$ cat config.mk
export PLATFORM = sky130hd
export DESIGN_NAME = branch_redirect_ctrl_flat
export DESIGN_NICKNAME = d
export VERILOG_FILES = /design/src/rtl/branch_redirect_ctrl_pkg.sv /design/src/rtl/branch_redirect_ctrl_if.sv /design/src/rtl/branch_redirect_ctrl.sv /design/src/flat_wrapper.sv
export SDC_FILE = /design/constraint.sdc
export NUM_CORES = 1
export LEC_CHECK = 0
export ABC_CLOCK_PERIOD_IN_PS = 5320
export CORE_ASPECT_RATIO = 1.2
export CORE_MARGIN = 10
export CORE_UTILIZATION = 35
export DETAILED_ROUTE_END_ITERATION = 7
export PLACE_DENSITY = 0.59
export SLEW_MARGIN = 20
export SYNTH_ARGS = -nofsm -noshare
export SYNTH_HDL_FRONTEND = slang
export SYNTH_SLANG_ARGS = --single-unit
$ cat constraint.sdc
create_clock -name clk -period 5.32 [get_ports clk]
set_clock_uncertainty 0.2 [all_clocks]
set_input_delay 0.532 -clock clk [delete_from_list [all_inputs] [get_ports clk]]
set_output_delay 0.532 -clock clk [all_outputs]
set_load 0.02 [all_outputs]
$ cat src/rtl/branch_redirect_ctrl_pkg.sv
// Shared types and constants for the fetch-side branch/exception redirect controller.
package branch_redirect_ctrl_pkg;

  typedef enum logic {
    RUN     = 1'b0,
    WAIT_DS = 1'b1
  } redirect_state_e;

  localparam logic [31:0] RESET_PC_DEFAULT = 32'hBFC0_0000;

  localparam logic FlushEnable  = 1'b1;
  localparam logic FlushDisable = 1'b0;

endpackage

$ cat src/rtl/branch_redirect_ctrl_if.sv
// EXE resolve / exception / IF fetch-request bundle seen by the redirect controller.
interface branch_redirect_ctrl_if;
  logic        EXE_Resolve;
  logic        EXE_Branch_Flush;
  logic        EXE_Delayslot_Flush;
  logic [31:0] EXE_PC;
  logic [31:0] EXE_Target;
  logic        DS_Fetched;
  logic        EXC_Flush;
  logic [31:0] EXC_Target;
  logic        IF_Ready;
  logic        IF_Valid;
  logic [31:0] IF_PC;
  logic        IF_Flush;
  logic        DS_Kill;
  logic        Redirect_Busy;

  // master: the redirect controller itself
  modport master (
    input  EXE_Resolve, EXE_Branch_Flush, EXE_Delayslot_Flush, EXE_PC, EXE_Target,
           DS_Fetched, EXC_Flush, EXC_Target, IF_Ready,
    output IF_Valid, IF_PC, IF_Flush, DS_Kill, Redirect_Busy
  );

  modport slave (
    output EXE_Resolve, EXE_Branch_Flush, EXE_Delayslot_Flush, EXE_PC, EXE_Target,
           DS_Fetched, EXC_Flush, EXC_Target, IF_Ready,
    input  IF_Valid, IF_PC, IF_Flush, DS_Kill, Redirect_Busy
  );
endinterface

$ cat src/rtl/branch_redirect_ctrl.sv
// Owns the fetch PC; converts EXE branch resolution and exception pulses into fetch
// redirects, making sure a taken branch's delay slot is fetched exactly once first.
module branch_redirect_ctrl
  import branch_redirect_ctrl_pkg::*;
#(
  parameter logic [31:0] RESET_PC = RESET_PC_DEFAULT
) (
  input  logic                  clk,
  input  logic                  resetn,
  branch_redirect_ctrl_if.master bus
);

  redirect_state_e state, state_nxt;
  logic [31:0]     pc, pc_nxt;
  logic [31:0]     pend_target, pend_nxt;
  logic            if_valid, if_flush, ds_kill;
  logic            taken, likely_nt;

  assign taken     = bus.EXE_Resolve & bus.EXE_Branch_Flush;
  assign likely_nt = bus.EXE_Resolve & bus.EXE_Delayslot_Flush & ~bus.EXE_Branch_Flush;

  always_comb begin
    state_nxt = state;
    pc_nxt    = pc;
    pend_nxt  = pend_target;
    if_valid  = 1'b1;
    if_flush  = FlushDisable;
    ds_kill   = 1'b0;
    if (bus.EXC_Flush) begin
      if_valid  = 1'b0;
      if_flush  = FlushEnable;
      pc_nxt    = bus.EXC_Target;
      pend_nxt  = '0;
      state_nxt = RUN;
    end else if (state == WAIT_DS) begin
      // Resolves are ignored here: Redirect_Busy is holding EXE.
      if (bus.IF_Ready) begin
        pc_nxt    = pend_target;
        state_nxt = RUN;
      end
    end else if (taken) begin
      if (bus.DS_Fetched) begin
        if_valid = 1'b0;
        if_flush = FlushEnable;
        pc_nxt   = bus.EXE_Target;
      end else if (bus.IF_Ready) begin
        // Delay slot is being accepted right now, so redirect immediately.
        pc_nxt = bus.EXE_Target;
      end else begin
        pend_nxt  = bus.EXE_Target;
        state_nxt = WAIT_DS;
      end
    end else if (likely_nt) begin
      if (bus.DS_Fetched) begin
        ds_kill = 1'b1;
        if (bus.IF_Ready) pc_nxt = pc + 32'd4;
      end else begin
        if_valid = 1'b0;
        pc_nxt   = bus.EXE_PC + 32'd8;
      end
    end else if (bus.IF_Ready) begin
      pc_nxt = pc + 32'd4;
    end
  end

  always_ff @(posedge clk or negedge resetn) begin
    if (!resetn) state <= RUN;
    else         state <= state_nxt;
  end

  always_ff @(posedge clk or negedge resetn) begin
    if (!resetn) pc <= RESET_PC;
    else         pc <= pc_nxt;
  end

  always_ff @(posedge clk or negedge resetn) begin
    if (!resetn) pend_target <= '0;
    else         pend_target <= pend_nxt;
  end

  assign bus.IF_Valid      = if_valid;
  assign bus.IF_PC         = pc;
  assign bus.IF_Flush      = if_flush;
  assign bus.DS_Kill       = ds_kill;
  assign bus.Redirect_Busy = (state == WAIT_DS);

endmodule

$ cat src/flat_wrapper.sv
// flat-port wrapper written by rule: the top's interface ports become plain ports
module branch_redirect_ctrl_flat import branch_redirect_ctrl_pkg::*;
#(
  parameter logic [31:0] RESET_PC = RESET_PC_DEFAULT
)
  (clk, resetn, bus_EXE_Resolve, bus_EXE_Branch_Flush, bus_EXE_Delayslot_Flush, bus_EXE_PC, bus_EXE_Target, bus_DS_Fetched, bus_EXC_Flush, bus_EXC_Target, bus_IF_Ready, bus_IF_Valid, bus_IF_PC, bus_IF_Flush, bus_DS_Kill, bus_Redirect_Busy);
  branch_redirect_ctrl_if bus_i ();
  input  logic clk;
  input  logic resetn;
  input wire logic [$bits(bus_i.EXE_Resolve)-1:0] bus_EXE_Resolve;
  input wire logic [$bits(bus_i.EXE_Branch_Flush)-1:0] bus_EXE_Branch_Flush;
  input wire logic [$bits(bus_i.EXE_Delayslot_Flush)-1:0] bus_EXE_Delayslot_Flush;
  input wire logic [$bits(bus_i.EXE_PC)-1:0] bus_EXE_PC;
  input wire logic [$bits(bus_i.EXE_Target)-1:0] bus_EXE_Target;
  input wire logic [$bits(bus_i.DS_Fetched)-1:0] bus_DS_Fetched;
  input wire logic [$bits(bus_i.EXC_Flush)-1:0] bus_EXC_Flush;
  input wire logic [$bits(bus_i.EXC_Target)-1:0] bus_EXC_Target;
  input wire logic [$bits(bus_i.IF_Ready)-1:0] bus_IF_Ready;
  output wire logic [$bits(bus_i.IF_Valid)-1:0] bus_IF_Valid;
  output wire logic [$bits(bus_i.IF_PC)-1:0] bus_IF_PC;
  output wire logic [$bits(bus_i.IF_Flush)-1:0] bus_IF_Flush;
  output wire logic [$bits(bus_i.DS_Kill)-1:0] bus_DS_Kill;
  output wire logic [$bits(bus_i.Redirect_Busy)-1:0] bus_Redirect_Busy;
  assign bus_i.EXE_Resolve = bus_EXE_Resolve;
  assign bus_i.EXE_Branch_Flush = bus_EXE_Branch_Flush;
  assign bus_i.EXE_Delayslot_Flush = bus_EXE_Delayslot_Flush;
  assign bus_i.EXE_PC = bus_EXE_PC;
  assign bus_i.EXE_Target = bus_EXE_Target;
  assign bus_i.DS_Fetched = bus_DS_Fetched;
  assign bus_i.EXC_Flush = bus_EXC_Flush;
  assign bus_i.EXC_Target = bus_EXC_Target;
  assign bus_i.IF_Ready = bus_IF_Ready;
  assign bus_IF_Valid = bus_i.IF_Valid;
  assign bus_IF_PC = bus_i.IF_PC;
  assign bus_IF_Flush = bus_i.IF_Flush;
  assign bus_DS_Kill = bus_i.DS_Kill;
  assign bus_Redirect_Busy = bus_i.Redirect_Busy;
  branch_redirect_ctrl #(.RESET_PC(RESET_PC)) u_core (.clk(clk), .resetn(resetn), .bus(bus_i));
endmodule
==> results of run 1 <==
[cells in the mapped netlist, types with 7 or more instances]
| library cell | n |
|---|---|
| o211ai_1 | 9 |
| dfrtp_1 | 56 |
| nor2_1 | 43 |
| a21oi_1 | 53 |
| nand3_1 | 27 |
| a22oi_1 | 7 |
| dfstp_2 | 9 |
| a211oi_1 | 9 |
| o22ai_1 | 10 |
| nor3_1 | 21 |
| xnor2_1 | 24 |
| nand4_1 | 14 |
| xor2_1 | 14 |
| o21ai_0 | 31 |
| nand2_1 | 131 |
| a221oi_1 | 15 |
| clkbuf_1 | 37 |
| and3_1 | 15 |
[area by class of cell]
class / instances / area share, %
Clock buffer: 10 / 3.62
Clock inverter: 6 / 1.38
Inverter: 8 / 0.455
Multi-Input combinational cell: 500 / 44.1
Sequential cell: 65 / 24.8
Tap cell: 168 / 3.19
Timing Repair Buffer: 152 / 22.4
[metrics by stage]
step / hold WS (ps) / setup slack, ps / util (%) / total power, mW
after floorplan: 36.4 / 2930 / - / 0.791
after global placement: 285 / 1830 / 47.3 / 1.03
after detailed placement: 292 / 1590 / 47.3 / 1.04
after CTS: 228 / 1950 / 49.8 / 1.70
after global routing: 253 / 1690 / 49.8 / 1.77
final: 178 / 1920 / 49.8 / 1.70
[placed cells by master, fill, tap and decap left out, drive strengths merged, types with 15 or more instances in the layout]
master / instances
nor3: 21
and3: 16
dfrtp: 56
clkdlybuf4s50: 137
a21oi: 53
xnor2: 24
buf: 15
nor2: 43
nand3: 29
nand2: 131
a221oi: 15
o21ai: 33
[report_power, final]
part           leakage (nW)  internal, mW  switching (mW)
logic                  1.49         0.208           0.229
registers             0.825         0.539          0.0570
clock network         0.151         0.424           0.243
[critical path, delay by kind of cell]
| family | cells | cell delay, ps |
|---|---|---|
| buf+inv | 2 | 800 |
| simple gates | 4 | 1920 |
| compound gates | 2 | 190 |
[cells by family after synthesis]
kind of cell / Yosys count / synth area share [%]
and+or+nand+nor: 284 / 29.0
AOI/OAI and AO/OA: 175 / 24.5
DFF: 65 / 34.7
buffers and inverters: 50 / 4.05
xor gates and xnor gates: 38 / 7.04
adders and majority gates: 2 / 0.530
muxes: 1 / 0.212
[worst paths after layout]
path | from | end | cells after the start
min in group clk | u_core.bus.IF_PC[0] | u_core.bus.IF_PC[0] | 2
min reg2reg | u_core.bus.IF_PC[0] | u_core.bus.IF_PC[0] | 2
max reg2reg | u_core.bus.Redirect_Busy | u_core.bus.IF_PC[29] | 6
min | resetn | u_core.pend_target[2] | 2
max in group asynchronous | resetn | u_core.bus.IF_PC[18] | 2
max | bus_EXE_Branch_Flush | u_core.bus.IF_PC[29] | 8
[layer usage]
metal | wire length, um | GRT usage [%] | up-vias | part of all wire [%]
li1 | - | - | 2503 | -
met1 | 9020 | 27.9 | 2598 | 45
met2 | 9670 | 33.2 | 208 | 48
met3 | 1190 | 2.99 | 18 | 5.9
met4 | 291 | 6.04 | 0 | 1.4
met5 | 0 | 0 | - | 0
[sequential cells by signal, summed over array words and instances (netlist names)]
name,cells
u_core.bus.IF_PC,32
u_core.pend_target,32
u_core.bus.Redirect_Busy,1
==> out/summary.txt, run 1 <==
most area-hungry cell type in the Yosys netlist -> dfrtp_1
initial DRC count -> 344
power density over the cells -> 258 mW/mm^2
Net Count, Synth -> 721
critical path data required time -> 5380 ps
Max Slew Vio Count -> 0
worst-margin pin slew -> 1070 ps
drt via density -> 5.86
Resized cells post-CTS -> 0
largest net degree at the start of global routing -> 66
Die Width -> 126 um
status -> completed
critical path fanouts, max -> 17
Slew HR -> 28.1%
residual DRC count -> 0
area of the multi-input gates -> 0.00291 sq mm
crit end category -> register
Post-CTS Setup Bufs -> 0
critical path arrival -> 3450 ps
Yosys warnings -> 0
area grow syn2layout -> 39.6%
RSZ-0062 raised after global routing -> false
hold bufs inserted after CTS -> 0
Clock Sinks -> 65
Syn Std Cell Area -> 0.00472 sq mm
worst skew pair latency -> 340 ps
Placement Cell Area -> 0.00626 sq mm
Final Hold Fails -> 0
area share of the largest cell type after synthesis -> 29.7%
hpwl dp -> 14,900 um
Finished Layout Cells -> 909
final setup fails -> 0
H-Tree Depth -> 3
leak pwr -> 2.47 nW
Synth Instances -> 615
TritonCTS clock tree -> built
fmax -> 294 MHz
CTS Buffer Depth -> 2
total core area -> 0.0132 sq mm
Post-synth EDFFs -> 0
Unique masters post-synth -> 64
crit-path cells -> clkdlybuf4s50_1 > and2_1 > buf_4 > nor3_1 > nand2_1 > nor4_1 > a21oi_1 > o211ai_1
GR Overflow Total -> 0
Slowest cell on crit path -> nor3_1
Initial Utilization -> 35.7%
register bit count reported by yosys -> 65
crit path kind -> primary input to register
Synth area leaders -> dfrtp_1 (30%), nand2_1 (10%), a21oi_1 (5.6%)
total track usage -> 20.7%
placed cells -> 893
Max stage delay on crit path -> 680 ps
worst min path class -> primary input to asynchronous set/reset pin
Final #Nets -> 842
Root Buffer -> clkbuf_16
r2r setup slk -> 2460 ps
Reg clk slew, reported paths -> 60 ps
Fin Setup TNS -> 0 ps
Die ar. -> 0.0186 sq mm
sequential fraction of the synthesis area -> 34.7%
Startpoint Class -> primary input
Initial DRT Pass Iterations -> 5
Max IR drop VDD -> 0.141 mV
Detail Route Antenna Nets -> 0
vias in the first global route -> 5,288
total length of routed wires -> 20,200 um
DIE HEIGHT -> 147 um
WL/cell -> 22.2 um
Port Buf Inserts -> 139
Rows -> 46
ANT cells -> 0
crit share post-route -> 63.9%
GP Congestion -> 0.956
total CTS buffers -> 9
initial antenna violation count -> 0
via count -> 5,327
Ports -> 140
Max-cap violations -> 0
Syn Area/Cell -> 7.68 sq um
register area -> 0.00164 sq mm
first-pass GRT wire length -> 30,900 um
# fillers -> 1,376
ys flop type -> dfrtp_1
fin area -> 0.00660 sq mm
share of layout cells above drive strength 1 -> 7.56%
Post-synth ARST share -> 100%
post-layout minimum cycle time -> 3400 ps
Note: power is estimated with default switching activity, not from simulation.
==> run 2, diff against run 1 <==
--- a/config.mk
+++ b/config.mk
@@ -5,7 +5,7 @@
 export SDC_FILE = /design/constraint.sdc
 export NUM_CORES = 1
 export LEC_CHECK = 0
-export ABC_CLOCK_PERIOD_IN_PS = 5320
+export ABC_CLOCK_PERIOD_IN_PS = 3400
 export CORE_ASPECT_RATIO = 1.2
 export CORE_MARGIN = 10
 export CORE_UTILIZATION = 35
==> constraint.sdc (replaced) <==
create_clock -name clk -period 3.4 [get_ports clk]
set_clock_uncertainty 0.2 [all_clocks]
set_input_delay 0.34 -clock clk [delete_from_list [all_inputs] [get_ports clk]]
set_output_delay 0.34 -clock clk [all_outputs]
set_load 0.02 [all_outputs]
==> run 2 against run 1 <==
  * Largest cell class unchanged
  * Critical path depth is 4 lower
  * Via count decreased by 0.11%
  * Wire length decreased by 0.53%
  * Worst hold slack better by 24 ps
  * Global-route usage grew 0.19 points
  * First-iteration DRC count increased by 4.4%
  * Largest power group unchanged
  * Critical path type is now register to output port
  * Worst setup slack got worse by 1200 ps
  * Design area is 1.1% higher
  * Highest routed layer unchanged
  * Sequential power rose by 56%
  * Final cell count rose by 1.5%
  * Sequential share of layout area down 0.27 points
  * Flip-flop and latch count stayed put
==> out/summary.txt, run 2 (synthesized netlist as in run 1, its figures left out) <==
initial DRC count -> 359
most common cell after layout, fill and taps aside -> clkdlybuf4s50_1
Placement Cell Area -> 0.00636 sq mm
most frequent cells in the layout -> clkdlybuf4s50_1 (137), nand2_1 (131), dfrtp_1 (56)
r2r setup slk -> 850 ps
Port Buf Inserts -> 139
via count -> 5,321
placed cells -> 906
RSZ-0062 raised after global routing -> false
worst-margin pin slew -> 708 ps
hpwl dp -> 15,400 um
share of layout cells above drive strength 1 -> 9.14%
area grow syn2layout -> 41.2%
worst min path class -> primary input to register
GP Congestion -> 0.911
total CTS buffers -> 9
hold_ws -> 202 ps
Max-cap violations -> 0
initial antenna violation count -> 0
leak pwr -> 2.52 nW
power density over the cells -> 384 mW/mm^2
worst setup margin -> 762 ps
crit end category -> output port
Max IR drop VDD -> 0.241 mV
Initial DRT Pass Iterations -> 5
fin area -> 0.00667 sq mm
Startpoint Class -> register
Detail Route Antenna Nets -> 0
first-pass GRT wire length -> 31,100 um
Rows -> 46
ANT cells -> 0
critical path data required time -> 2860 ps
CTS Buffer Depth -> 2
Post-Place Setup Slack -> 456 ps
Fin Setup TNS -> 0 ps
Initial Utilization -> 35.7%
post-layout minimum cycle time -> 2640 ps
total length of routed wires -> 20,100 um
vias in the first global route -> 5,388
GR Overflow Total -> 0
critical path fanouts, max -> 44
Post-CTS Setup Bufs -> 0
Clock Sinks -> 65
final setup fails -> 0
critical path arrival -> 2100 ps
TritonCTS clock tree -> built
crit share post-route -> 77.6%
Reg clk slew, reported paths -> 60 ps
largest net degree at the start of global routing -> 45
DIE HEIGHT -> 147 um
drt via density -> 5.76
Slew HR -> 52.6%
Ports -> 140
worst skew pair latency -> 330 ps
WL/cell -> 21.7 um
crit path kind -> register to output port
Max Slew Vio Count -> 0
total core area -> 0.0132 sq mm
Die ar. -> 0.0186 sq mm
total track usage -> 20.8%
fmax -> 379 MHz
status -> completed
Die Width -> 126 um
Finished Layout Cells -> 923
residual DRC count -> 0
Root Buffer -> clkbuf_16
Final Hold Fails -> 0
Final #Nets -> 856
H-Tree Depth -> 3
[run 2: cell count changes in the layout (fill, tap and decap cells not counted), sizes merged]
cell | before | now
clkbuf | 10 | 9
dlygate4sd3 | 0 | 1
clkinv | 3 | 5
bufinv | 2 | 1
buf | 15 | 28
[run 2: cell type report]
type / count / area, sq um
Clock buffer: 9 / 225
Clock inverter: 7 / 71.3
Fill cell: 1331 / 6570
Inverter: 8 / 30.0
Multi-Input combinational cell: 500 / 2910
Sequential cell: 65 / 1640
Tap cell: 168 / 210
Timing Repair Buffer: 166 / 1590
[run 2: metal layers]
layer	wire length, um	GRT usage (%)
met5	0	0
met4	343	5.87
met3	1190	3.64
met2	9860	35.0
met1	8670	26.7
[run 2: repair_timing]
item                                   CTS  global route
endpoints found under the hold margin   19             0
hold buffers                             1             0
resized for setup                        0             0
[run 2: final timing paths]
check / to / cells after the start / start
setup / recovery: bus_DS_Kill / 4 / u_core.bus.Redirect_Busy
hold / removal: u_core.pend_target[21] / 2 / bus_EXC_Flush
setup reg to reg: u_core.bus.IF_PC[26] / 6 / u_core.bus.IF_PC[15]
hold reg to reg: u_core.bus.IF_PC[0] / 2 / u_core.bus.IF_PC[0]
max in group asynchronous: u_core.bus.IF_PC[23] / 3 / resetn
min in group asynchronous: u_core.bus.IF_PC[1] / 2 / resetn
[run 2: through the flow]
stage | total power, mW | util, %
finish | 2.56 | 50.4
global route | 2.67 | 50.4
floorplan | 1.24 | -
detailed placement | 1.63 | 48.1
CTS | 2.58 | 50.4
global placement | 1.63 | 48.1
[run 2: worst max-delay path: stages, from the launching register on]
cell and delay [ps]:
dfrtp_1 370, buf_4 280, nor4b_1 300, and3_1 200, clkdlybuf4s50_1 600
[run 2: power by group]
group          leakage [nW]  switching, mW  internal [mW]  total (mW)
sequential            0.825         0.0864          0.844       0.930
combinational          1.56          0.360          0.333       0.692
clock                 0.137          0.375          0.566       0.941
total                  2.52          0.821           1.74        2.56
==> run 3, diff against run 2 <==
--- a/config.mk
+++ b/config.mk
@@ -5,12 +5,12 @@
 export SDC_FILE = /design/constraint.sdc
 export NUM_CORES = 1
 export LEC_CHECK = 0
-export ABC_CLOCK_PERIOD_IN_PS = 3400
+export ABC_CLOCK_PERIOD_IN_PS = 2200
 export CORE_ASPECT_RATIO = 1.2
 export CORE_MARGIN = 10
 export CORE_UTILIZATION = 35
 export DETAILED_ROUTE_END_ITERATION = 7
-export PLACE_DENSITY = 0.59
+export PLACE_DENSITY = 0.62
 export SLEW_MARGIN = 20
 export SYNTH_ARGS = -nofsm -noshare
 export SYNTH_HDL_FRONTEND = slang
==> constraint.sdc (replaced) <==
create_clock -name clk -period 2.2 [get_ports clk]
set_clock_uncertainty 0.2 [all_clocks]
set_input_delay 0.22 -clock clk [delete_from_list [all_inputs] [get_ports clk]]
set_output_delay 0.22 -clock clk [all_outputs]
set_load 0.02 [all_outputs]
==> run 3 against run 2 <==
  * Count of clock-buffer cells in the layout is 1 higher
  * Worst hold slack lost 22 ps
  * Combinational power is 86% higher
  * Critical path type unchanged
  * Largest cell class unchanged
  * Highest routed layer unchanged
==> out/summary.txt, run 3 (synthesized netlist as in run 1, its figures left out) <==
Final #Nets -> 958
total CTS buffers -> 9
most common cell after layout, fill and taps aside -> nand2_1
initial DRC count -> 414
Placement Cell Area -> 0.00716 sq mm
Clock Sinks -> 65
Startpoint Class -> register
worst min path class -> primary input to register
Reg clk slew, reported paths -> 60 ps
via count -> 5,785
utilization after layout -> 57.5%
WL/cell -> 20.1 um
TritonCTS clock tree -> built
power density over the cells -> 585 mW/mm^2
total core area -> 0.0132 sq mm
worst skew pair latency -> 340 ps
Initial Utilization -> 35.7%
residual DRC count -> 0
area of the multi-input gates -> 0.00297 sq mm
Ports -> 140
GP Congestion -> 0.911
crit path kind -> register to output port
Max IR drop VDD -> 0.362 mV
Die Width -> 126 um
Worst Setup SP -> u_core.bus.Redirect_Busy
crit share post-route -> 97.6%
initial antenna violation count -> 0
Fin Setup TNS -> 0 ps
CTS Buffer Depth -> 2
status -> completed
drt via density -> 5.64
Initial DRT Pass Iterations -> 7
crit end category -> output port
ANT cells -> 0
Rows -> 46
first-pass GRT wire length -> 32,600 um
leak pwr -> 3.16 nW
critical path data required time -> 1780 ps
vias in the first global route -> 5,900
Die ar. -> 0.0186 sq mm
Slew HR -> 68.2%
DIE HEIGHT -> 147 um
Port Buf Inserts -> 139
Max Slew Vio Count -> 0
RSZ-0062 raised after global routing -> false
Post-CTS Setup Bufs -> 0
register area -> 0.00165 sq mm
share of layout cells above drive strength 1 -> 22.2%
GR Overflow Total -> 0
fin area -> 0.00761 sq mm
largest net degree at the start of global routing -> 66
total length of routed wires -> 20,600 um
hpwl dp -> 16,400 um
r2r setup slk -> 60 ps
final setup fails -> 0
critical path arrival -> 1730 ps
Final Hold Fails -> 0
Max-cap violations -> 0
Root Buffer -> clkbuf_16
Detail Route Antenna Nets -> 0
critical path fanouts, max -> 33
most frequent cells in the layout -> nand2_1 (130), buf_4 (125), clkdlybuf4s50_1 (123)
area grow syn2layout -> 61.1%
# fillers -> 1,264
hold wc startpoint -> bus_EXC_Flush
fmax -> 466 MHz
H-Tree Depth -> 3
reg2reg start -> u_core.bus.IF_PC[13]
post-layout minimum cycle time -> 2150 ps
total track usage -> 21.7%
worst-margin pin slew -> 473 ps
[run 3: cell count changes in the layout (fill, tap and decap cells not counted), sizes merged]
cell,delta
clkinvlp,-3
dlymetal6s2s,+8
buf,+102
bufinv,+3
clkbuf,+1
clkinv,-1
clkdlybuf4s50,-14
dlygate4sd2,+6
[run 3: power by group]
| group | internal (mW) | switching, mW | total (mW) |
|---|---|---|---|
| combinational | 0.649 | 0.639 | 1.29 |
| sequential | 1.31 | 0.0924 | 1.40 |
| clock | 1.22 | 0.542 | 1.76 |
| total | 3.18 | 1.27 | 4.45 |
[run 3: final timing paths]
check / cells after the start / endpoint
worst max-delay path: 2 / bus_Redirect_Busy
worst min-delay path: 3 / u_core.pend_target[23]
worst max register to register: 6 / u_core.bus.IF_PC[26]
worst min register to register: 2 / u_core.bus.IF_PC[1]
max in group asynchronous: 3 / u_core.bus.IF_PC[25]
min in group asynchronous: 3 / u_core.pend_target[5]
[run 3: layout make-up]
cell class	count	area share, %
Multi-Input combinational cell	500	39.0
Timing Repair Buffer	268	31.5
Sequential cell	65	21.7
Clock buffer	10	3.01
Tap cell	168	2.76
Clock inverter	6	1.71
Inverter	8	0.395
[run 3: per-stage QoR]
step | power, mW | cells | setup WS (ps) | hold slack, ps
final | 4.45 | 1025 | 53.1 | 179
after global routing | 4.63 | 1025 | 16.9 | 193
after CTS | 4.46 | 1025 | 17.3 | 172
after detailed placement | 2.70 | 1008 | -412 | 67.4
after global placement | 2.69 | 1008 | -379 | 71.5
after floorplan | 1.92 | 615 | -78.7 | -276
[run 3: worst max-delay path, stage by stage, from the launching register on]
cell             delay, ps
dfrtp_1                490
buf_12                 250
clkdlybuf4s50_1        640
[run 3: layer usage]
metal	up-vias	part of all wire [%]	global-route usage (%)
li1	2726	-	-
met1	2784	42	27.5
met2	243	48	35.7
met3	32	7.2	3.85
met4	0	2.6	8.15
met5	-	0	0
[run 3: what timing repair did]
action / CTS / global route
setup endpoints to repair: 6 / 14
hold buffers: 1 / 0
endpoints found under the hold margin: 56 / 0
pin swaps: 4 / 9
gates resized for setup: 7 / 22
